===== config.mk =====
export PLATFORM = sky130hd
export DESIGN_NAME = dff_feed_fifo
export DESIGN_NICKNAME = d
export VERILOG_FILES = /design/src/rtl/dff_feed_pkg.sv /design/src/rtl/dff_feed_mem.sv /design/src/rtl/dff_feed_fifo.sv
export SDC_FILE = /design/constraint.sdc
export NUM_CORES = 1
export LEC_CHECK = 0
export CAP_MARGIN = 20
export CORE_ASPECT_RATIO = 0.75
export CORE_MARGIN = 2
export CORE_UTILIZATION = 60
export CTS_CLUSTER_SIZE = 10
export DETAILED_ROUTE_END_ITERATION = 8
export GPL_TIMING_DRIVEN = 0
export PLACE_DENSITY = 0.82
export RECOVER_POWER = 25
export SLEW_MARGIN = 20
export SYNTH_ARGS = -nofsm -noshare
export SYNTH_HDL_FRONTEND = slang
export SYNTH_SLANG_ARGS = --single-unit
export TNS_END_PERCENT = 1

===== constraint.sdc =====
create_clock -name clk -period 5.4 [get_ports clk]
set_input_delay 1.08 -clock clk [delete_from_list [all_inputs] [get_ports clk]]
set_output_delay 1.08 -clock clk [all_outputs]
set_load 0.005 [all_outputs]

===== src/rtl/dff_feed_pkg.sv =====
// Shared types, constants and helpers for dff_feed_fifo and its storage array.
package dff_feed_pkg;

    localparam int unsigned DFF_FEED_DEPTH = 8;
    localparam logic [63:0] DFF_FEED_RST_DATA = '0;

    typedef logic [$clog2(DFF_FEED_DEPTH):0] count_t;

    function automatic int unsigned ptr_w(input int unsigned depth);
        return $clog2(depth);
    endfunction

endpackage


===== src/rtl/dff_feed_mem.sv =====
// DEPTH x DATA_WIDTH register array: one synchronous write port, one combinational read port.
module dff_feed_mem
    import dff_feed_pkg::*;
#(
    parameter int unsigned DATA_WIDTH = 16,
    parameter int unsigned DEPTH      = 8
) (
    input  logic                       clk,
    input  logic                       we,
    input  logic [ptr_w(DEPTH)-1:0]    waddr,
    input  logic [DATA_WIDTH-1:0]      wdata,
    input  logic [ptr_w(DEPTH)-1:0]    raddr,
    output logic [DATA_WIDTH-1:0]      rdata
);

    logic [DATA_WIDTH-1:0] mem [DEPTH];

    always_ff @(posedge clk) begin
        if (we) begin
            mem[waddr] <= wdata;
        end
    end

    assign rdata = mem[raddr];

endmodule


===== src/rtl/dff_feed_fifo.sv =====
// Synchronous FIFO draining into an enable-gated register stage as a registered (out_en, out_d) pair.
// Optional empty-FIFO write-through path enabled by defining DFF_FEED_FIFO_BYPASS_EN.
module dff_feed_fifo
    import dff_feed_pkg::*;
#(
    parameter int unsigned DATA_WIDTH = 16,
    parameter int unsigned DEPTH      = 8,
    parameter int unsigned AF_THR     = 6
) (
    input  logic                      clk,
    input  logic                      rstn,
    input  logic                      wr_en,
    input  logic [DATA_WIDTH-1:0]     wr_data,
    input  logic                      rd_ready,
    output logic                      out_en,
    output logic [DATA_WIDTH-1:0]     out_d,
    output logic                      full,
    output logic                      empty,
    output logic                      almost_full,
    output logic [$clog2(DEPTH):0]    count,
    output logic                      overflow
);

    localparam int unsigned PW = ptr_w(DEPTH);
    localparam int unsigned CW = $clog2(DEPTH) + 1;

    logic [PW-1:0]         wr_ptr;
    logic [PW-1:0]         rd_ptr;
    logic [DATA_WIDTH-1:0] rd_data;
    logic                  bypass;
    logic                  pop;
    logic                  push;

    assign full        = (count == CW'(DEPTH));
    assign empty       = (count == '0);
    assign almost_full = (count >= CW'(AF_THR));

`ifdef DFF_FEED_FIFO_BYPASS_EN
    assign bypass = empty && wr_en && rd_ready;
`else
    assign bypass = 1'b0;
`endif

    // A pop frees a slot in the same cycle, so a push into a full FIFO is accepted alongside it.
    assign pop  = rd_ready && !empty;
    assign push = wr_en && (!full || pop) && !bypass;

    dff_feed_mem #(
        .DATA_WIDTH (DATA_WIDTH),
        .DEPTH      (DEPTH)
    ) u_mem (
        .clk   (clk),
        .we    (push),
        .waddr (wr_ptr),
        .wdata (wr_data),
        .raddr (rd_ptr),
        .rdata (rd_data)
    );

    always_ff @(posedge clk) begin
        if (!rstn) begin
            wr_ptr   <= '0;
            rd_ptr   <= '0;
            count    <= '0;
            out_en   <= 1'b0;
            out_d    <= DATA_WIDTH'(DFF_FEED_RST_DATA);
            overflow <= 1'b0;
        end else begin
            if (push) begin
                wr_ptr <= wr_ptr + PW'(1);
            end
            if (pop) begin
                rd_ptr <= rd_ptr + PW'(1);
            end
            if (push && !pop) begin
                count <= count + CW'(1);
            end else if (pop && !push) begin
                count <= count - CW'(1);
            end
            if (wr_en && full && !pop) begin
                overflow <= 1'b1;
            end
            if (bypass) begin
                out_en <= 1'b1;
                out_d  <= wr_data;
            end else if (pop) begin
                out_en <= 1'b1;
                out_d  <= rd_data;
            end else begin
                out_en <= 1'b0;
                out_d  <= '0;
            end
        end
    end

endmodule


After elaboration in Yosys (flattened, before gate mapping) --
Memories as Yosys holds them, arrays and structs flattened. A register that Yosys moved wholly into a read port is not among the register bits. Cells that the tools add are included.
Word-level totals: register bits after elaboration 12, bits in writable memories 128, output and inout bits 25, logic and storage cells 32, memories kept 1
Memory list:
- u_mem.mem | depth 8, bits a word 16, rd ports 1, clocked after memory_dff 1, wr ports 1, line dff_feed_mem.sv:16 | logic [DATA_WIDTH-1:0] mem [DEPTH];
Operators by class: add/sub/neg operators 4, $lt $le $gt $ge 1, equality and inequality tests 1, mux-type cells 5, reductions and logical operators 15
Operators by type and width (number):
- $mux 4 | 2
- $add 3x1->3 const B | 2
- $logic_and 1x1->1 | 6
- $logic_not 1->1 | 5
- $add 4x1->4 const B | 1
- $eq 4x4->1 const B | 1
- $ge 4x3->1 const B | 1
- $logic_not 4->1 | 1
- $sub 4x1->4 const B | 1
- $mux 1 | 3
- $reduce_and 2->1 | 1
- $reduce_bool 2->1 | 1
- $logic_or 1x1->1 | 1

Depth between registers and ports, before layout --
word-level depth 9, mapped depth 10, gate-level depth less buffers 10

Hierarchy --
From an unflattened synthesis, not the netlist that was laid out.
Unflattened totals: cell total of the unflattened synthesis 295, area total of the unflattened synthesis 6023.3 sq um
By module, submodules not included:
- dff_feed_mem | times used 1, cells each 198, area an instance 4973.5 sq um, sequential area each 3843.7 sq um
- dff_feed_fifo | times used 1, cells each 97, area an instance 1049.8 sq um, sequential area each 560.5 sq um

Worst setup path before layout --
No wires, ideal clock.
kind input -> register, start point input rd_ready, end point memory u_mem.mem[0][0], enable pin, library setup time 0.430 ns, arrival 2.729 ns, setup slack 2.240 ns, stages on the path 2, buffers on the path 0, cell sequence o21ai_4 > nor4_1
Between the ends: cells in the longest elaborated chain, start to end 5
Ends and longest elaborated chain:
- from (decl) | line dff_feed_fifo.sv:14 | input logic rd_ready,
- $logic_and 1x1->1 | line dff_feed_fifo.sv:45 | assign pop = rd_ready && !empty;
- $logic_or 1x1->1 | line dff_feed_fifo.sv:46 | assign push = wr_en && (!full || pop) && !bypass;
- $logic_and 1x1->1 | line dff_feed_fifo.sv:46
- $mux 1 | line dff_feed_mem.sv:19 | if (we) begin
- $mux 1 (implied by the code) | line dff_feed_mem.sv:20 | mem[waddr] <= wdata;
- to (decl) | line dff_feed_mem.sv:16
No other way between the ends.

Worst setup path after layout --
start point input rd_ready, end point register count[3]
Between the ends: cells in the longest elaborated chain, start to end 6, elaborated cells between the ends (all ways) 9, classes of those cells mux (1); reduce/logical (8)
Ends and longest elaborated chain:
- $logic_and 1x1->1 * | line dff_feed_fifo.sv:45
- $logic_or 1x1->1 | line dff_feed_fifo.sv:46
- $logic_and 1x1->1 | line dff_feed_fifo.sv:46
- $logic_not 1->1 | line dff_feed_fifo.sv:77 | end else if (pop && !push) begin
- $logic_and 1x1->1 | line dff_feed_fifo.sv:77
- $reduce_bool 2->1 (no source line)
- to (signal assigned) | line dff_feed_fifo.sv:76 | count <= count + CW'(1);
- to (signal assigned) | line dff_feed_fifo.sv:78 | count <= count - CW'(1);
- to (decl) | line dff_feed_fifo.sv:20 | output logic [$clog2(DEPTH):0] count,
Mark *: on every way between the ends. The rest lies on a longest branch, timed or not. A chain may end at the register's enable or synchronous reset.

==> impl_table.tex <==
\begin{tabular}{lr}
\hline
Metric & Value \\
\hline
\multicolumn{2}{l}{\textbf{Timing}} \\
\quad Min cycle time layout & about 3100 ps \\
\quad Actual slew at the worst max-slew pin & a little under 800 ps \\
\quad Final Cycle Share & 0.575 \\
\quad Final hold viol count & 0 \\
\quad RSZ-0062 raised after global routing & false \\
\quad Accumulated negative setup slack & 0 ps \\
\quad Number of max-slew violations in the final report & 0 \\
\quad Setup skew after layout & between 6 and 7 ps \\
\quad \# setup viols final & 0 \\
\quad Achievable frequency & 0.322 GHz \\
\quad Worst slew margin relative to its limit & 0.483 \\
\multicolumn{2}{l}{\textbf{CTS}} \\
\quad Maximum level of the CTS H-tree & 4 \\
\quad Sink count of the clock tree & between 150 and 200 \\
\quad Buffers from clock root to sink, at most & 2 \\
\quad Post-cts gate resize count & 0 \\
\quad Clk\_lat worst skew & 420 ps \\
\quad Number of buffers inserted during clock tree synthesis & 17 \\
\quad Hold buffer count at cts & 0 \\
\quad Buffer type at the clock tree root & clkbuf\_16 \\
\quad Clock input transition at the sequential cells of the worst setup and hold paths & 60 ps \\
\quad Clock tree from TritonCTS & yes \\
\quad Number of post-CTS setup repair buffers & 0 \\
\multicolumn{2}{l}{\textbf{Critical path}} \\
\quad Data arrival time at the worst-slack endpoint & $\sim$3500 ps \\
\quad Critical Setup Path Class & in -> reg \\
\quad Count of buffer and inverter cells on the critical path & 3 \\
\quad Max incr delay on CP & just under 600 ps \\
\quad Cell count along the critical path & 10 \\
\quad CP endpoint & count[3]\$\_SDFFE\_PN0P\_ \\
\quad Slowest cell on the critical path & clkdlybuf4s50\_1 \\
\quad Worst reg-to-reg path cell count & 10 \\
\quad Worst r2r dst & count[3]\$\_SDFFE\_PN0P\_ \\
\quad Launching point of the worst reg2reg path & count[0]\$\_SDFFE\_PN0P\_ \\
\quad Cell-by-cell listing of the critical path & clkdlybuf4s50\_1 -> o41a\_1 -> inv\_1 -> ha\_1 -> inv\_1 -> ha\_1 -> a21oi\_1 -> a211oi\_1 -> a31oi\_1 -> mux2i\_1 \\
\quad Crit path capture type & flip-flop \\
\quad Req. time, crit path & roughly 5800 ps \\
\quad Kind of start point of the critical path & primary input \\
\quad CP delay by family, top & compound AO/OA/AOI/OAI gates \\
\quad Highest net fanout along the worst path & 5 \\
\quad Setup slack, reg-to-reg & around 2500 ps \\
\quad Worst setup path start & rd\_ready \\
\multicolumn{2}{l}{\textbf{Power and ir drop}} \\
\quad Largest vdd supply drop & $\sim$0.00038 V \\
\quad P\_leak & about 2.4 nW \\
\quad Cell Pwr Density & approximately 470 nW/um2 \\
\multicolumn{2}{l}{\textbf{Floorplanning}} \\
\quad Die Wd & between 100 and 150 um \\
\quad Std-Cell Rows & 31 \\
\quad Initial core utilization & 0.612 \\
\quad Die outline height & 89.4 um \\
\quad Standard cell core area & $\sim$9500 um2 \\
\quad Die Footprint & around 11000 um2 \\
\quad IO Pins & 45 \\
\multicolumn{2}{l}{\textbf{Global route}} \\
\quad Global-route wire length before repair & 17400 um \\
\quad Overflow after GRT & 0 \\
\quad Antenna violations before repair & 0 \\
\quad Pin count of the biggest net entering global routing & 17 \\
\quad Number of global-route vias before repair & about 3000 \\
\quad Aggregate global-route resource usage & 0.238 \\
\multicolumn{2}{l}{\textbf{Logic synthesis}} \\
\quad Mean post-synth cell area & around 20 um2 \\
\quad Synthesized net count & approximately 320 \\
\quad Number of instances in the synthesized netlist & between 200 and 300 \\
\quad Sequential-to-total area share from yosys stat & 0.755 \\
\quad Synth Cell Area & just under 6000 um2 \\
\quad Post-synthesis async set-or-reset flop share & 0 \\
\quad Leading register cell type out of synthesis & edfxtp\_1 \\
\quad Flops \& latches, synth & between 150 and 200 \\
\quad Number of enable-type register cells in the synthesized netlist & $\sim$130 \\
\quad Distinct cells, synth & 30 \\
\quad Yosys warns & 0 \\
\multicolumn{2}{l}{\textbf{Worst hold path}} \\
\quad Worst Hold Class & reg -> reg \\
\multicolumn{2}{l}{\textbf{Layout}} \\
\quad Share of the core filled with cells in the final layout & 0.759 \\
\quad Share of final-layout standard cells stronger than drive strength 1 & 0.238 \\
\quad Number of fillers in the final layout & between 500 and 600 \\
\quad Count of antenna diodes in the layout & 0 \\
\quad Net total in the final layout & 400 \\
\quad Commonest non-fill, non-tap cells in the layout & edfxtp\_1 (128), clkdlybuf4s50\_1 (34), mux4\_2 (32), dfxtp\_1 (28) \\
\quad Most frequent standard cell in the layout excluding fill and tap cells & edfxtp\_1 \\
\quad Post-route non-filler standard cell count & 519 \\
\quad Area growth from synthesis to final layout & 24.1\% \\
\quad Final std cell area, no fill & a little over 7000 um2 \\
\multicolumn{2}{l}{\textbf{Place}} \\
\quad Standard cell area after detailed placement & about 6600 um2 \\
\quad Placer's final routability congestion estimate & 0.739 \\
\quad Post-Place Cells & around 490 \\
\quad Post-DP HPWL & around 7100 um \\
\quad Number of port buffers & 44 \\
\multicolumn{2}{l}{\textbf{Status}} \\
\quad Run status & complete, no violations \\
\multicolumn{2}{l}{\textbf{Route}} \\
\quad Iter 0 DRT Violations & 281 \\
\quad DRC errors left & 0 \\
\quad Met3 WL post-DR & about 1000 um \\
\quad TritonRoute pass-1 iters & 4 \\
\quad Amount of wire on met2 after detailed routing & 5490 um \\
\quad Final ANT Viol Nets & 0 \\
\quad Routed wire length & around 11000 um \\
\quad Routed length on met1 & about 4600 um \\
\quad Number of vias after detailed routing & 2963 \\
\quad Drt wl/cell & roughly 21 um \\
\quad Via density per instance & around 5.7 \\
\quad Top metal layer carrying routed signals & met4 \\
\multicolumn{2}{l}{\textbf{Flow run}} \\
\quad Count of max-cap constraint violations & 0 \\
\hline
\end{tabular}
## kinds of logic after synthesis
group,Yosys count,share of synthesized area
buffers and inverters,18,0.0129
AO/OA/AOI/OAI,10,0.0135
flip-flops,156,0.755
XOR/XNOR,6,0.00900
adder cells (fa/ha/maj),6,0.0141
multiplexers,50,0.154
AND/OR/NAND/NOR,51,0.0416
## synth_stat cells, drive strengths merged, types with 2 or more instances
cell type,count,share of area
edfxtp,128,0.66
ha,5,0.011
a21oi,2,0.0017
buf,7,0.0058
clkbuf,6,0.0039
o21ai,2,0.0036
nand2,9,0.0058
nor4,2,0.0021
nand3,3,0.0026
nor2,21,0.014
nand2b,3,0.0032
inv,5,0.0032
xnor2,5,0.0075
and2,6,0.0064
nor2b,2,0.0021
mux4,32,0.12
nor3,4,0.0034
dfxtp,28,0.096
mux2i,18,0.031
## per-layer routing
metal | up-vias | track usage
met5 | - | 0
met4 | 0 | 0.0931
met3 | 5 | 0.0772
met2 | 123 | 0.379
met1 | 1500 | 0.314
li1 | 1335 | -
## stage by stage
step / hold slack (ps) / worst slack (ps) / total power, mW
4_1_cts: 495 / 2320 / 3.45
3_5_place_dp: 480 / 1910 / 2.16
5_1_grt: 569 / 2180 / 3.57
2_1_floorplan: 482 / 2240 / 1.91
6_report: 494 / 2290 / 3.42
3_3_place_gp: 475 / 170 / 2.12
## worst min-delay path: stages, from the launching register on
cell,delay [ps]
dfxtp_1,320
a21oi_1,40
nor2b_1,90
## flip-flops by register name, summed over array words and instances (netlist names)
| signal | cells |
|---|---|
| wr_ptr | 3 |
| u_mem.mem | 128 |
| out_d | 16 |
| count | 4 |
| out_en | 1 |
| overflow | 1 |
| rd_ptr | 3 |
## worst min path at each step
stage                          start               endpoint  slack [ps]  cells after the start
2_1_floorplan  overflow$_SDFFE_PN0P_  overflow$_SDFFE_PN0P_         480                      2
3_3_place_gp   overflow$_SDFFE_PN0P_  overflow$_SDFFE_PN0P_         470                      2
3_5_place_dp   overflow$_SDFFE_PN0P_  overflow$_SDFFE_PN0P_         480                      2
4_1_cts        overflow$_SDFFE_PN0P_  overflow$_SDFFE_PN0P_         500                      2
5_1_grt        overflow$_SDFFE_PN0P_  overflow$_SDFFE_PN0P_         570                      2
6_report       overflow$_SDFFE_PN0P_  overflow$_SDFFE_PN0P_         490                      2
## report_power, final
| part | internal [mW] | switching (mW) | total, mW |
|---|---|---|---|
| combinational | 0.372 | 0.322 | 0.694 |
| clock | 0.822 | 0.468 | 1.29 |
| sequential | 1.39 | 0.0467 | 1.44 |
| total | 2.59 | 0.836 | 3.42 |
## cell type report
class | instances | area (um2) | share of cell area
tap | 132 | 165 | 0.0228
multi-input combinational | 123 | 1390 | 0.192
sequential | 156 | 4400 | 0.608
timing repair buffer | 58 | 561 | 0.0774
clock inverter | 14 | 218 | 0.0301
inverter | 5 | 18.8 | 0.00259
buffer | 13 | 56.3 | 0.00777
clock buffer | 18 | 429 | 0.0593
Power figures use the tool's default switching activity.
